==> src/rtl/prog_counter.sv <==
// prog_counter: programmable up/down counter with modulus limit, prescaler, one-shot halt and parallel load.
//   clock, clear_n (async active-low reset), clear (sync clear), enable, up, load, load_value,
//   limit (count range 0..limit), oneshot, prescale (step every prescale+1 enabled cycles)
//   -> Q (count), tick (step strobe), tc (terminal-count pulse), done (sticky one-shot halt flag)
module prog_counter #(
  parameter int WIDTH     = 8,
  parameter int PRE_WIDTH = 8
) (
  input  logic                 clock,
  input  logic                 clear_n,
  input  logic                 clear,
  input  logic                 enable,
  input  logic                 up,
  input  logic                 load,
  input  logic [WIDTH-1:0]     load_value,
  input  logic [WIDTH-1:0]     limit,
  input  logic                 oneshot,
  input  logic [PRE_WIDTH-1:0] prescale,
  output logic [WIDTH-1:0]     Q,
  output logic                 tick,
  output logic                 tc,
  output logic                 done
);
  typedef enum logic {COUNT, HALT} state_t;
  state_t               state_q, state_d;
  logic [WIDTH-1:0]     q_q, q_d, nxt, term;
  logic [PRE_WIDTH-1:0] pre_q, pre_d;
  logic                 tick_q, tick_d, tc_q, tc_d, done_q, done_d, step;
  always_comb begin
    q_d     = q_q;
    pre_d   = pre_q;
    state_d = state_q;
    tick_d  = 1'b0;
    tc_d    = 1'b0;
    done_d  = done_q;
    step    = enable && (pre_q >= prescale);
    term    = up ? limit : '0;
    // >= against limit keeps a shrunk limit or an out-of-range load from running past the bound
    nxt     = up ? ((q_q >= limit) ? (oneshot ? limit : '0) : q_q + WIDTH'(1))
                 : ((q_q == '0) ? (oneshot ? '0 : limit) : q_q - WIDTH'(1));
    if (clear) begin
      q_d     = '0;
      pre_d   = '0;
      state_d = COUNT;
      done_d  = 1'b0;
    end else if (load) begin
      q_d     = load_value;
      pre_d   = '0;
      state_d = COUNT;
      done_d  = 1'b0;
    end else begin
      if (enable) begin
        pre_d  = step ? '0 : pre_q + PRE_WIDTH'(1);
        tick_d = step;
      end
      // halted: steps are swallowed; leaving one-shot mode resumes counting on the following step
      if (state_q == HALT) begin
        if (!oneshot) begin
          state_d = COUNT;
          done_d  = 1'b0;
        end
      end else if (step) begin
        q_d = nxt;
        if (!oneshot) tc_d = up ? (q_q >= limit) : (q_q == '0);
        else if (nxt == term) begin
          tc_d    = 1'b1;
          done_d  = 1'b1;
          state_d = HALT;
        end
      end
    end
  end
  always_ff @(posedge clock or negedge clear_n) begin
    if (!clear_n) begin
      q_q     <= '0;
      pre_q   <= '0;
      state_q <= COUNT;
      tick_q  <= 1'b0;
      tc_q    <= 1'b0;
      done_q  <= 1'b0;
    end else begin
      q_q     <= q_d;
      pre_q   <= pre_d;
      state_q <= state_d;
      tick_q  <= tick_d;
      tc_q    <= tc_d;
      done_q  <= done_d;
    end
  end
  assign Q    = q_q;
  assign tick = tick_q;
  assign tc   = tc_q;
  assign done = done_q;
endmodule

==> config.mk <==
export PLATFORM = sky130hd
export DESIGN_NAME = prog_counter
export DESIGN_NICKNAME = d
export VERILOG_FILES = /design/src/rtl/prog_counter.sv
export SDC_FILE = /design/constraint.sdc
export NUM_CORES = 1
export LEC_CHECK = 0
export CAP_MARGIN = 10
export CORE_ASPECT_RATIO = 0.5
export CORE_UTILIZATION = 58
export DETAILED_ROUTE_END_ITERATION = 16
export PLACE_DENSITY = 0.95
export SYNTH_ARGS = -nofsm -noshare
export SYNTH_HDL_FRONTEND = slang
export SYNTH_SLANG_ARGS = --single-unit
==> constraint.sdc <==
create_clock -name clock -period 8.85 [get_ports clock]
set_input_delay 1.77 -clock clock [delete_from_list [all_inputs] [get_ports clock]]
set_output_delay 1.77 -clock clock [all_outputs]
set_load 0.005 [all_outputs]
==> results of run 1 <==
[cell usage in the layout (no fill, tap or decap), types with 2 or more instances in the layout]
master           synthesis  routed
a31o_2                   2       2
a211oi_1                 4       4
or3_2                    2       2
a311o_1                  2       2
a221oi_1                 5       5
nor2b_1                  4       4
clkbuf_8                 0       3
a31oi_1                  8       8
and3_1                   5       5
o21ai_0                 20      20
ha_1                    20      20
nor2_1                  19      19
nand2_1                 21      21
dfrtp_1                 20      20
o22ai_1                  2       2
inv_1                   26      26
mux2i_1                  2       2
nor3_1                  19      19
xor2_1                   4       4
clkdlybuf4s50_1          0      41
o311ai_0                 4       4
nand3_1                  9       9
xnor2_1                  9       9
nand2b_1                 5       5
o211ai_1                 3       3
nand3b_1                 3       3
a21oi_1                 16      16
a311oi_1                 2       2
o31ai_1                  6       6
a221o_1                  3       3
nor4_1                   4       4
[sequential cells by signal, indices dropped and copies added (netlist names)]
| register | count |
|---|---|
| tc | 1 |
| pre_q | 8 |
| tick | 1 |
| Q | 8 |
| state_q | 1 |
| done | 1 |
[critical path, cell delays in order]
cell	delay [ns]
clkdlybuf4s50_1	0.61
inv_1	0.11
ha_1	0.21
or4_1	0.49
a21oi_1	0.21
o31a_1	0.39
mux2_2	0.37
a311o_1	0.33
a2111oi_2	0.42
a21oi_1	0.18
nor4_2	0.24
[kinds of logic (layout without fill, tap and decap cells)]
logic type / after synthesis / in the layout
simple gates: 99 / 99
compound gates: 92 / 92
buf+inv: 43 / 72
fa+ha+maj: 20 / 20
flops: 20 / 20
xor+xnor: 13 / 13
mux: 3 / 3
[cell type report]
type                    count  share of cell area
inverters                  26              0.0358
multi-input cells         227               0.577
repair buffers             42               0.153
well taps                  51              0.0234
clock buffers               3              0.0152
clock inverters             1              0.0110
flip-flops and latches     20               0.184
[stage by stage]
stage / setup slack [ns] / total power [mW] / utilization / hold slack (ns)
finish: 3.68 / 0.299 / 0.760 / 0.539
global route: 3.49 / 0.312 / 0.760 / 0.546
CTS: 3.73 / 0.297 / 0.760 / 0.536
detailed placement: 3.50 / 0.208 / 0.740 / 0.528
global placement: 3.62 / 0.205 / 0.740 / 0.501
floorplan: 4.57 / 0.171 / - / 0.471
[layer usage]
layer / vias up / GRT usage / share of wire
met1: 1123 / 0.417 / 0.40
met5: - / 0 / 0
met3: 22 / 0.0380 / 0.12
li1: 1136 / - / -
met4: 0 / 0.152 / 0.021
met2: 179 / 0.555 / 0.46
[report_power, final]
group / switching (mW) / internal (mW)
Clock: 0.0296 / 0.0603
Sequential: 0.00942 / 0.0938
Combinational: 0.0568 / 0.0490
Total: 0.0958 / 0.203
[final timing paths]
kind / from / to / slack [ns] / cells past startpoint
max: limit[2] / tc / 3.68 / 11
min: pre_q[6] / pre_q[6] / 0.54 / 1
max reg2reg: Q[0] / tc / 5.23 / 10
min reg2reg: pre_q[6] / pre_q[6] / 0.54 / 1
max in group asynchronous: clear_n / Q[3] / 6.32 / 1
min in group asynchronous: clear_n / pre_q[7] / 2.00 / 1
==> metrics, run 1 <==
synth warn=0; VDD IR-drop max=0.0782 mV; CP Max Fanout=9; max-cap violations=0; setup bufs post-CTS=0; Critical Path RT=9.01 ns; number of enable flip-flop cells after synthesis=0; post_cts resized=0; Compound-Gate Fraction of Synth Area=0.291; crit end category=flop; Synth Area in Adders=0.110; post-synthesis mux area share=0.0137; dpl cells=366; htree depth=1; antenna viol nets, final=0; largest family of logic cells by synthesized area=compound AO/OA/AOI/OAI gates; most area-consuming cells after synthesis=dfrtp_1, ha_1, o21ai_0; DR WL/cell=17.5 um; number of port buffers=41; Avg Cell Area, Syn=7.85 um2; achievable frequency=194 MHz; initial antenna violation count=0; first drt pass iteration count=5; io pins=42; Syn-to-layout area delta=19.6%; final net count=371; # setup viols final=0; unique cell type count in the Yosys netlist=57; Fin. Hold Viols=0; area of the multi-input gates=1570 um2; CTS clk-pin slew, worst paths=0.07 ns; fin crit period=5.17 ns; Final Skew=0.00215 ns; Register Area=500 um2; crit path DAT=5.33 ns; Vias/cell=6.65; sequential element share of the synthesized area=0.220; WL final=6480 um; diode count=0; Starting Density=0.635; CTS Buffer Depth=2; die area=4200 um2; Setup crit start kind=primary input; Syn Inst Count=290; DRT iter0 DRCs=292; synth cell count leaders=inv_1, nand2_1, dfrtp_1, ha_1, o21ai_0; Placement Cell Area=2650 um2; ys flop type=dfrtp_1; clock sinks=20; TritonCTS clock tree=done; xor/xnor share of the synthesized area=0.0500; post-synthesis async set-or-reset flop share=1.00; Synth Cell Area=2280 um2; Total Routing Usage GR=0.321; Die X-Extent=90.6 um; worst-margin pin slew=0.980 ns; Post-Layout Cell Count=370; hold_buf cts=0; Rows=15; Synth Net Count=341; vias in the first global route=2258; Synth Register Bits=20; Worst Path Class, Setup=primary input to flop; largest area contributor in the netlist=dfrtp_1; worst hold path class=flop to flop; Root Buffer=clkbuf_8; Synth Area in Simple Gates=0.226; most common cell in the netlist=inv_1; number of fill cells=274; Slew Viols, Final=0; status=finished, final reports clean; DR vias=2460; Final Cell Area=2720 um2; pin count of the biggest net entering global routing=28; share of the synthesized area in the top cell type=0.220; detailed placer's ending HPWL=4890 um; RSZ-0062 raised after global routing=no; Sum Neg Setup Slack=0 ns; Die H=46.3 um; share of layout cells above drive strength 1=0.0564; CTS Buf Count=3; pwr dens=110 nW/um2; Slew HR=0.344; Core ar.=3580 um2; period utilisation layout=0.584; DRC Markers=0; RD Place Congestion=0.979; gr ovfl total=0; first-pass GRT wire length=10400 um; Lkg Pwr=1.14 nW; worst skew pair latency=0.25 ns
(Power assumes the default switching activity.)
==> run 2, diff against run 1 <==
- CORE_UTILIZATION: 58 -> 53
- PLACE_DENSITY: 0.95 -> 0.92
- clock period: 8.85 -> 5.2 ns (I/O delays scaled with it)
==> run 2 against run 1 <==
  * Wire length grew 1.1%
  * Power increased by 58%
  * Clock skew is 0.0045 ns higher
  * Die area up 9.1%
  * Register-to-register slack lost 3.9 ns
  * Global-route usage shrank 1.4 points
  * Core utilization is 7.9 points lower
  * Final area barely moved
  * Clock power increased by 30%
  * Final cell count is 1.4% higher
  * Non-clock buffer count increased by 2
  * First-iteration DRC count decreased by 17%
==> metrics, run 2 (synthesized netlist as in run 1, its figures left out) <==
first drt pass iteration count=5 (unchanged); Core ar.=4000 um2 (was 3580 um2); Slew Viols, Final=0 (unchanged); total chip power=473 uW (was 299 uW); Vias/cell=6.50 (was 6.65); setup bufs post-CTS=0 (unchanged); Fin. Hold Viols=0 (unchanged); pin count of the biggest net entering global routing=23 (was 28); number of port buffers=41 (unchanged); die area=4580 um2 (was 4200 um2); commonest non-fill, non-tap cell in the layout=clkdlybuf4s50_1 (unchanged); met2 wire length=2970 um (was 2990 um); Starting Density=0.569 (was 0.635); Rows=16 (was 15); worst hold slack=0.537 ns (was 0.539 ns); Final Cell Area=2730 um2 (was 2720 um2); Syn-to-layout area delta=19.7% (was 19.6%); Total Routing Usage GR=0.306 (was 0.321); CTS clk-pin slew, worst paths=0.08 ns (was 0.07 ns); Final Skew=0.00661 ns (was 0.00215 ns); M1 WL=2890 um (was 2600 um); CTS Buffer Depth=2 (unchanged); CTS Buf Count=3 (unchanged); CP Max Fanout=9 (unchanged); worst skew pair latency=0.26 ns (was 0.25 ns); Int Power=311 uW (was 203 uW); Worst Path Class, Setup=primary input to flop (unchanged); diode count=0 (unchanged); VDD IR-drop max=0.165 mV (was 0.0782 mV); commonest non-fill, non-tap cells in the layout=clkdlybuf4s50_1, inv_1, nand2_1 (unchanged); worst hold path class=flop to flop (unchanged); fin crit period=4.49 ns; RSZ-0062 raised after global routing=no (unchanged); TritonCTS clock tree=done (unchanged); first-pass GRT wire length=11000 um (was 10400 um); Die H=48.4 um (was 46.3 um); Slew HR=0.425 (was 0.344); DRT iter0 DRCs=241 (was 292); Net Sw Power=162 uW (was 95.8 uW); period utilisation layout=0.863; switch share=0.343 (was 0.321); number of fill cells=344 (was 274); post_cts resized=0 (unchanged); final net count=373 (was 371); status=finished, final reports clean (unchanged); pwr dens=174 nW/um2 (was 110 nW/um2); achievable frequency=223 MHz; io pins=42 (unchanged); # setup viols final=0 (unchanged); Root Buffer=clkbuf_8 (unchanged); gr ovfl total=0 (unchanged); RD Place Congestion=0.954 (was 0.979); antenna viol nets, final=0 (unchanged); max-cap violations=0 (unchanged); crit path DAT=4.63 ns (was 5.33 ns); initial antenna violation count=0 (unchanged); Placement Cell Area=2670 um2 (was 2650 um2); Flop pwr share=0.372 (was 0.345); vias in the first global route=2272 (was 2258); Setup crit start kind=primary input (unchanged); Critical Path RT=5.34 ns (was 9.01 ns); WL final=6550 um (was 6480 um); metal3 WL=651 um (was 761 um); DRC Markers=0 (unchanged); Logic pwr share=0.380 (was 0.354); htree depth=1 (unchanged); detailed placer's ending HPWL=5040 um (was 4890 um); Lkg Pwr=1.14 nW (about the same); DR WL/cell=17.5 um (about the same); DR vias=2436 (was 2460); Clk network pwr share=0.247 (was 0.301); clock sinks=20 (unchanged); Top Layer Used=met4 (unchanged); share of layout cells above drive strength 1=0.0623 (was 0.0564); Die X-Extent=94.7 um (was 90.6 um); crit end category=flop (unchanged); hold_buf cts=0 (unchanged); worst-margin pin slew=0.856 ns (was 0.980 ns); Sum Neg Setup Slack=0 ns (unchanged)
-- run 2: through the flow --
step / util / instances / setup slack, ns
6_report: 0.681 / 375 / 0.711
4_1_cts: 0.681 / 375 / 0.761
3_5_place_dp: 0.667 / 371 / 0.504
2_1_floorplan: - / 290 / 1.65
5_1_grt: 0.681 / 375 / 0.565
3_3_place_gp: 0.667 / 371 / 0.693
-- run 2: power by group through the flow --
stage	registers, mW	logic, mW	clock network, mW
2_1_floorplan	0.169	0.122	0
3_3_place_gp	0.178	0.174	0
3_5_place_dp	0.178	0.176	0
4_1_cts	0.175	0.177	0.119
5_1_grt	0.177	0.198	0.127
6_report	0.176	0.180	0.117
-- run 2: final cells by class --
class | count | area (um2) | share of cell area
Clock buffer | 4 | 55.1 | 0.0202
Inverter | 26 | 97.6 | 0.0358
Multi-Input combinational cell | 227 | 1570 | 0.577
Sequential cell | 20 | 500 | 0.184
Tap cell | 54 | 67.6 | 0.0248
Timing Repair Buffer | 44 | 433 | 0.159
-- run 2: critical path: stages --
cell	delay, ns
clkdlybuf4s50_1	0.59
inv_1	0.12
ha_1	0.20
or4_1	0.50
a21oi_1	0.22
o31a_1	0.42
mux2_2	0.39
a311o_1	0.33
a2111oi_2	0.41
a31oi_1	0.16
nor4_1	0.24
-- run 2: per-layer routing --
metal	track usage	vias to the layer above
met5	0	-
met4	0.0707	0
met3	0.0597	8
met2	0.475	136
met1	0.440	1146
li1	-	1146
-- run 2: path summary, 6_finish.rpt --
path	startpoint	to	slack [ns]	depth (start not counted)
hold reg to reg	pre_q[3]	pre_q[3]	0.54	1
setup reg to reg	Q[0]	state_q	1.31	11
setup / recovery	limit[2]	state_q	0.71	11
hold / removal	pre_q[3]	pre_q[3]	0.54	1
min in group asynchronous	clear_n	pre_q[7]	1.26	1
max in group asynchronous	clear_n	pre_q[1]	3.41	1
==> run 3, diff against run 2 <==
- RECOVER_POWER: unset -> 50
==> run 3 against run 2 <==
  * Maximum frequency fell by 0.15%
  * Flip-flop and latch count unchanged
  * Power is 0.23% lower
  * Critical path depth unchanged
  * Non-clock buffer count unchanged
  * Largest power group unchanged
  * Core utilization did not move
  * Critical path type unchanged
  * Die area unchanged
==> metrics, run 3 (synthesized netlist as in run 1, its figures left out) <==
status=finished, final reports clean (unchanged); diode count=0 (unchanged); die area=4580 um2 (unchanged); Int Power=310 uW (was 311 uW); TritonCTS clock tree=done (unchanged); achievable frequency=222 MHz (was 223 MHz); gr ovfl total=0 (unchanged); r2r setup slk=1.31 ns (about the same); Lkg Pwr=1.16 nW (was 1.14 nW); Final Cell Area=2730 um2 (unchanged); switch share=0.343 (about the same); crit path DAT=4.64 ns (was 4.63 ns); period utilisation layout=0.865 (was 0.863); CTS clk-pin slew, worst paths=0.07 ns (was 0.08 ns); antenna viol nets, final=0 (unchanged); CTS Buffer Depth=2 (unchanged); clock sinks=20 (unchanged); RD Place Congestion=0.954 (unchanged); crit path capture=state_q (unchanged); Slew Viols, Final=0 (unchanged); Slew HR=0.423 (was 0.425); r2r endpoint=state_q (unchanged); Rows=16 (unchanged); commonest non-fill, non-tap cells in the layout=clkdlybuf4s50_1, inv_1, nand2_1 (unchanged); first drt pass iteration count=5 (unchanged); pwr dens=173 nW/um2 (was 174 nW/um2); commonest non-fill, non-tap cell in the layout=clkdlybuf4s50_1 (unchanged); Die H=48.4 um (unchanged); vias in the first global route=2272 (unchanged); setup bufs post-CTS=0 (unchanged); R2R Path Start=Q[0] (unchanged); Placement Cell Area=2670 um2 (unchanged); Logic pwr share=0.381 (was 0.380); VDD IR-drop max=0.165 mV (about the same); Fin. Hold Viols=0 (unchanged); Setup crit start kind=primary input (unchanged); Sum Neg Setup Slack=0 ns (unchanged); worst hold path class=flop to flop (unchanged); share of layout cells above drive strength 1=0.0623 (unchanged); first-pass GRT wire length=11000 um (unchanged); number of port buffers=41 (unchanged); RSZ-0062 raised after global routing=no (unchanged); worst-margin pin slew=0.858 ns (was 0.856 ns); Critical Path RT=5.34 ns (about the same); worst skew pair latency=0.25 ns (was 0.26 ns); detailed placer's ending HPWL=5040 um (unchanged); htree depth=1 (unchanged); post_cts resized=0 (unchanged); Worst Path Class, Setup=primary input to flop (unchanged); Starting Density=0.569 (unchanged); Vias/cell=6.50 (about the same); Syn-to-layout area delta=19.7% (unchanged); DRT iter0 DRCs=270 (was 241); crit end category=flop (unchanged); WL final=6550 um (about the same); r2r worst-path depth=11 (unchanged); Setup crit start=limit[2] (unchanged); max-cap violations=0 (unchanged); fin crit period=4.50 ns (was 4.49 ns); Final Skew=0.00501 ns (was 0.00661 ns); Root Buffer=clkbuf_8 (unchanged); Core ar.=4000 um2 (unchanged); DR WL/cell=17.5 um (about the same); Net Sw Power=162 uW (about the same); Total Routing Usage GR=0.306 (unchanged); Clk network pwr share=0.246 (was 0.247); DR vias=2438 (was 2436); DRC Markers=0 (unchanged); initial antenna violation count=0 (unchanged); CTS Buf Count=3 (unchanged); io pins=42 (unchanged); pin count of the biggest net entering global routing=23 (unchanged); Die X-Extent=94.7 um (unchanged); final net count=373 (unchanged); hold_buf cts=0 (unchanged); CP Max Fanout=9 (unchanged); Flop pwr share=0.373 (was 0.372); # setup viols final=0 (unchanged)
==> run 3: changes by cell type in the layout (fill, tap and decap cells not counted) <==
cell and delta:
dlygate4sd3_1 +6, clkdlybuf4s50_1 -6
==> run 3: power groups by stage <==
stage / combinational [mW] / clock [mW] / sequential [mW]
after floorplan: 0.122 / 0 / 0.169
after global placement: 0.174 / 0 / 0.178
after detailed placement: 0.176 / 0 / 0.178
after CTS: 0.177 / 0.119 / 0.175
after global routing: 0.198 / 0.127 / 0.177
final: 0.180 / 0.116 / 0.176
==> run 3: how the worst min path moves through the flow <==
stage | from | slack [ns] | depth (start not counted) | end
global route | pre_q[6] | 0.57 | 1 | pre_q[6]
CTS | pre_q[6] | 0.54 | 1 | pre_q[6]
global placement | pre_q[6] | 0.51 | 1 | pre_q[6]
floorplan | pre_q[6] | 0.47 | 1 | pre_q[6]
finish | pre_q[6] | 0.54 | 1 | pre_q[6]
detailed placement | pre_q[7] | 0.53 | 2 | pre_q[7]
==> run 3: area by class of cell <==
cell class | count | area, um2
Multi-Input combinational cell | 227 | 1570
Clock buffer | 4 | 55.1
Sequential cell | 20 | 500
Fill cell | 344 | 1280
Tap cell | 54 | 67.6
Timing Repair Buffer | 44 | 433
Inverter | 26 | 97.6
==> run 3: critical path, stage by stage <==
cell and delay (ns):
clkdlybuf4s50_1 0.59, inv_1 0.12, ha_1 0.21, or4_1 0.50, a21oi_1 0.23, o31a_1 0.42
mux2_2 0.39, a311o_1 0.33, a2111oi_2 0.41, a31oi_1 0.16, nor4_1 0.24
==> run 3: layer usage <==
metal | wire (um) | global-route usage
met1 | 2860 | 0.440
met2 | 2970 | 0.475
met3 | 675 | 0.0597
met4 | 48 | 0.0707
met5 | 0 | 0
==> run 3: stage by stage <==
step / cells / power (mW) / utilization / hold WS, ns / setup WS (ns)
after global routing: 375 / 0.502 / 0.681 / 0.566 / 0.565
after CTS: 375 / 0.471 / 0.681 / 0.544 / 0.761
after floorplan: 290 / 0.291 / - / 0.471 / 1.65
after detailed placement: 371 / 0.355 / 0.667 / 0.526 / 0.504
after global placement: 371 / 0.352 / 0.667 / 0.509 / 0.693
final: 375 / 0.472 / 0.681 / 0.536 / 0.704
==> patch (config.mk and constraints of run 1) <==
The output `tc` loses its register stage (`tc_q` becomes a continuous assignment).
--- a/src/rtl/prog_counter.sv
+++ b/src/rtl/prog_counter.sv
@@ -76,17 +76,17 @@
       pre_q   <= '0;
       state_q <= COUNT;
       tick_q  <= 1'b0;
-      tc_q    <= 1'b0;
       done_q  <= 1'b0;
     end else begin
       q_q     <= q_d;
       pre_q   <= pre_d;
       state_q <= state_d;
       tick_q  <= tick_d;
-      tc_q    <= tc_d;
       done_q  <= done_d;
     end
   end
+
+  assign tc_q = tc_d;
   assign Q    = q_q;
   assign tick = tick_q;
   assign tc   = tc_q;
Check against the original RTL: not equivalent (a bounded check fails within 4 cycles, from zero or initial values).
==> patch against run 1 <==
- cell area is 3.1% lower
- hold slack better by 0.0034 ns
- clock skew barely moved
- synthesized area fell by 3.4%
- critical path depth up 1
- core utilization decreased by 1.2 points
- sequential cell count shrank 1
- worst setup slack got worse by 1.8 ns
- fmax fell by 26%
- total power is 14% lower
- die area down 3.2%
- combinational power down 4%
- routed wire length decreased by 0.68%
- largest cell class unchanged
- largest power group unchanged
- highest routed layer unchanged
==> patch: results (changes against run 1) <==
| Metric | Value |
|---|---|
| Fraction of the mapped netlist area in adder cells | 11.37% (+0.38 points) |
| Leakage | 1.159 nW (+1.6%) |
| Largest net degree at the start of global routing | 21 (-25%) |
| Compound-Gate Fraction of Synth Area | 31.72% (+2.7 points) |
| First-pass GRT wire length | 10280 um (-0.99%) |
| Number of nets in the final layout | 365 (-1.6%) |
| GRT Total Usage | 34.04% (+2.0 points) |
| End of the worst hold path | pre_q[7] |
| Crit-path slowest cell | clkdlybuf4s50_1 |
| Critical register-to-register path endpoint | state_q |
| Met2 wirelength from detailed routing | 2805 um (-6.1%) |
| Share of the synthesized netlist area taken by xor and xnor gates | 4.775% (-0.22 points) |
| Vias in the first global route | 2096 (-7.2%) |
| Unique cell type count in the Yosys netlist | 56 (-1.8%) |
| Global placer's final weighted congestion | 1.015 (+3.7%) |
| Wire length per cell after detailed routing | 17.68 um (+0.96%) |
| Mapped Nets | 336 (-1.5%) |
| IR Drop Worst-Case VDD | 0.1037 mV (+33%) |
| Final clock skew | 0.002413 ns (+0.0002591 ns) |
| Maximum clock insertion buffer count | 2 (unchanged) |
| Start point of the critical path | limit[4] |
| Met2 routing resource usage after global routing | 54.50% (-0.95 points) |
| Worst Max-Slew Pin Slew | 0.8310 ns (-0.1495 ns) |
| Worst slack on hold paths | 0.5426 ns (+0.003354 ns) |
| Proportion of synthesized area in mux cells | 0.4548% (-0.92 points) |
| Half-perimeter wire length after detailed placement | 4913 um (+0.54%) |
| Leading cell types by total area after synthesis | dfrtp_1 22%, ha_1 11%, inv_1 4.6% |
| Cell Count, Final, Fillers Out | 364 (-1.6%) |
| Worst-path fanout max | 14 (+5) |
| Maximum cell stage delay along the critical path | 0.61 ns (about the same) |
| Met3 GRT Util | 6.884% (+3.1 points) |
| Clock-pin slew of the registers on the worst-case setup and hold paths | 0.07 ns (about the same) |
| Placed cell area | 0.002594 mm2 (-2.2%) |
| WHS Path Cells | 2 (+1) |
| Global routing usage on met1 | 47.77% (+6.1 points) |
| Worst setup endpoint | tc |
| Status | completed |
| Worst R2R Setup Slack | 5.48 ns (+0.25 ns) |
| Startpoint of the tightest hold check path | pre_q[7] |
| Placement Setup Slack | 1.948 ns (-1.555 ns) |
| Post-synthesis sequential area ratio | 21.60% (-0.37 points) |
| Most instantiated cells after synthesis | 27 x inv_1, 21 x nor2_1, 20 x ha_1 |
| Final min period | 6.990 ns (+1.823 ns) |
| DRC violation total after the first TritonRoute iteration | 251 (-14%) |
| Post-route met1 wirelength | 2787 um (+7.4%) |
| Via count of the routed design | 2410 (-2.0%) |
| Metal3 WL | 706 um (-7.2%) |
| Per-instance average area after synthesis | 7.722 um2 (-1.7%) |
## patch: report_power, final
group,internal (mW),switching [mW]
sequential,0.0894,0.00946
combinational,0.0460,0.0561
clock,0.0312,0.0262
total,0.167,0.0917
## patch: worst max-delay path, delay by kind of cell
family          cells  cell delay [ns]
compound gates      4             1.09
buf+inv             3             1.21
simple gates        4             0.81
fa+ha+maj           1             0.31
## patch: cell families (layout without fill, tap and decap cells)
group           count (synthesis)  count (layout)
buf+inv                        46              74
fa+ha+maj                      20              20
mux                             1               1
xor+xnor                       12              12
simple gates                   92              92
compound gates                 95              95
flops                          19              19
## patch: layout make-up
cell class / count / area [um2]
multi-input combinational: 220 / 1535
inverter: 29 / 108.9
clock buffer: 3 / 41.29
tap: 51 / 63.81
timing repair buffer: 41 / 410.4
clock inverter: 1 / 5.005
fill: 268 / 888.4
sequential: 19 / 475.5
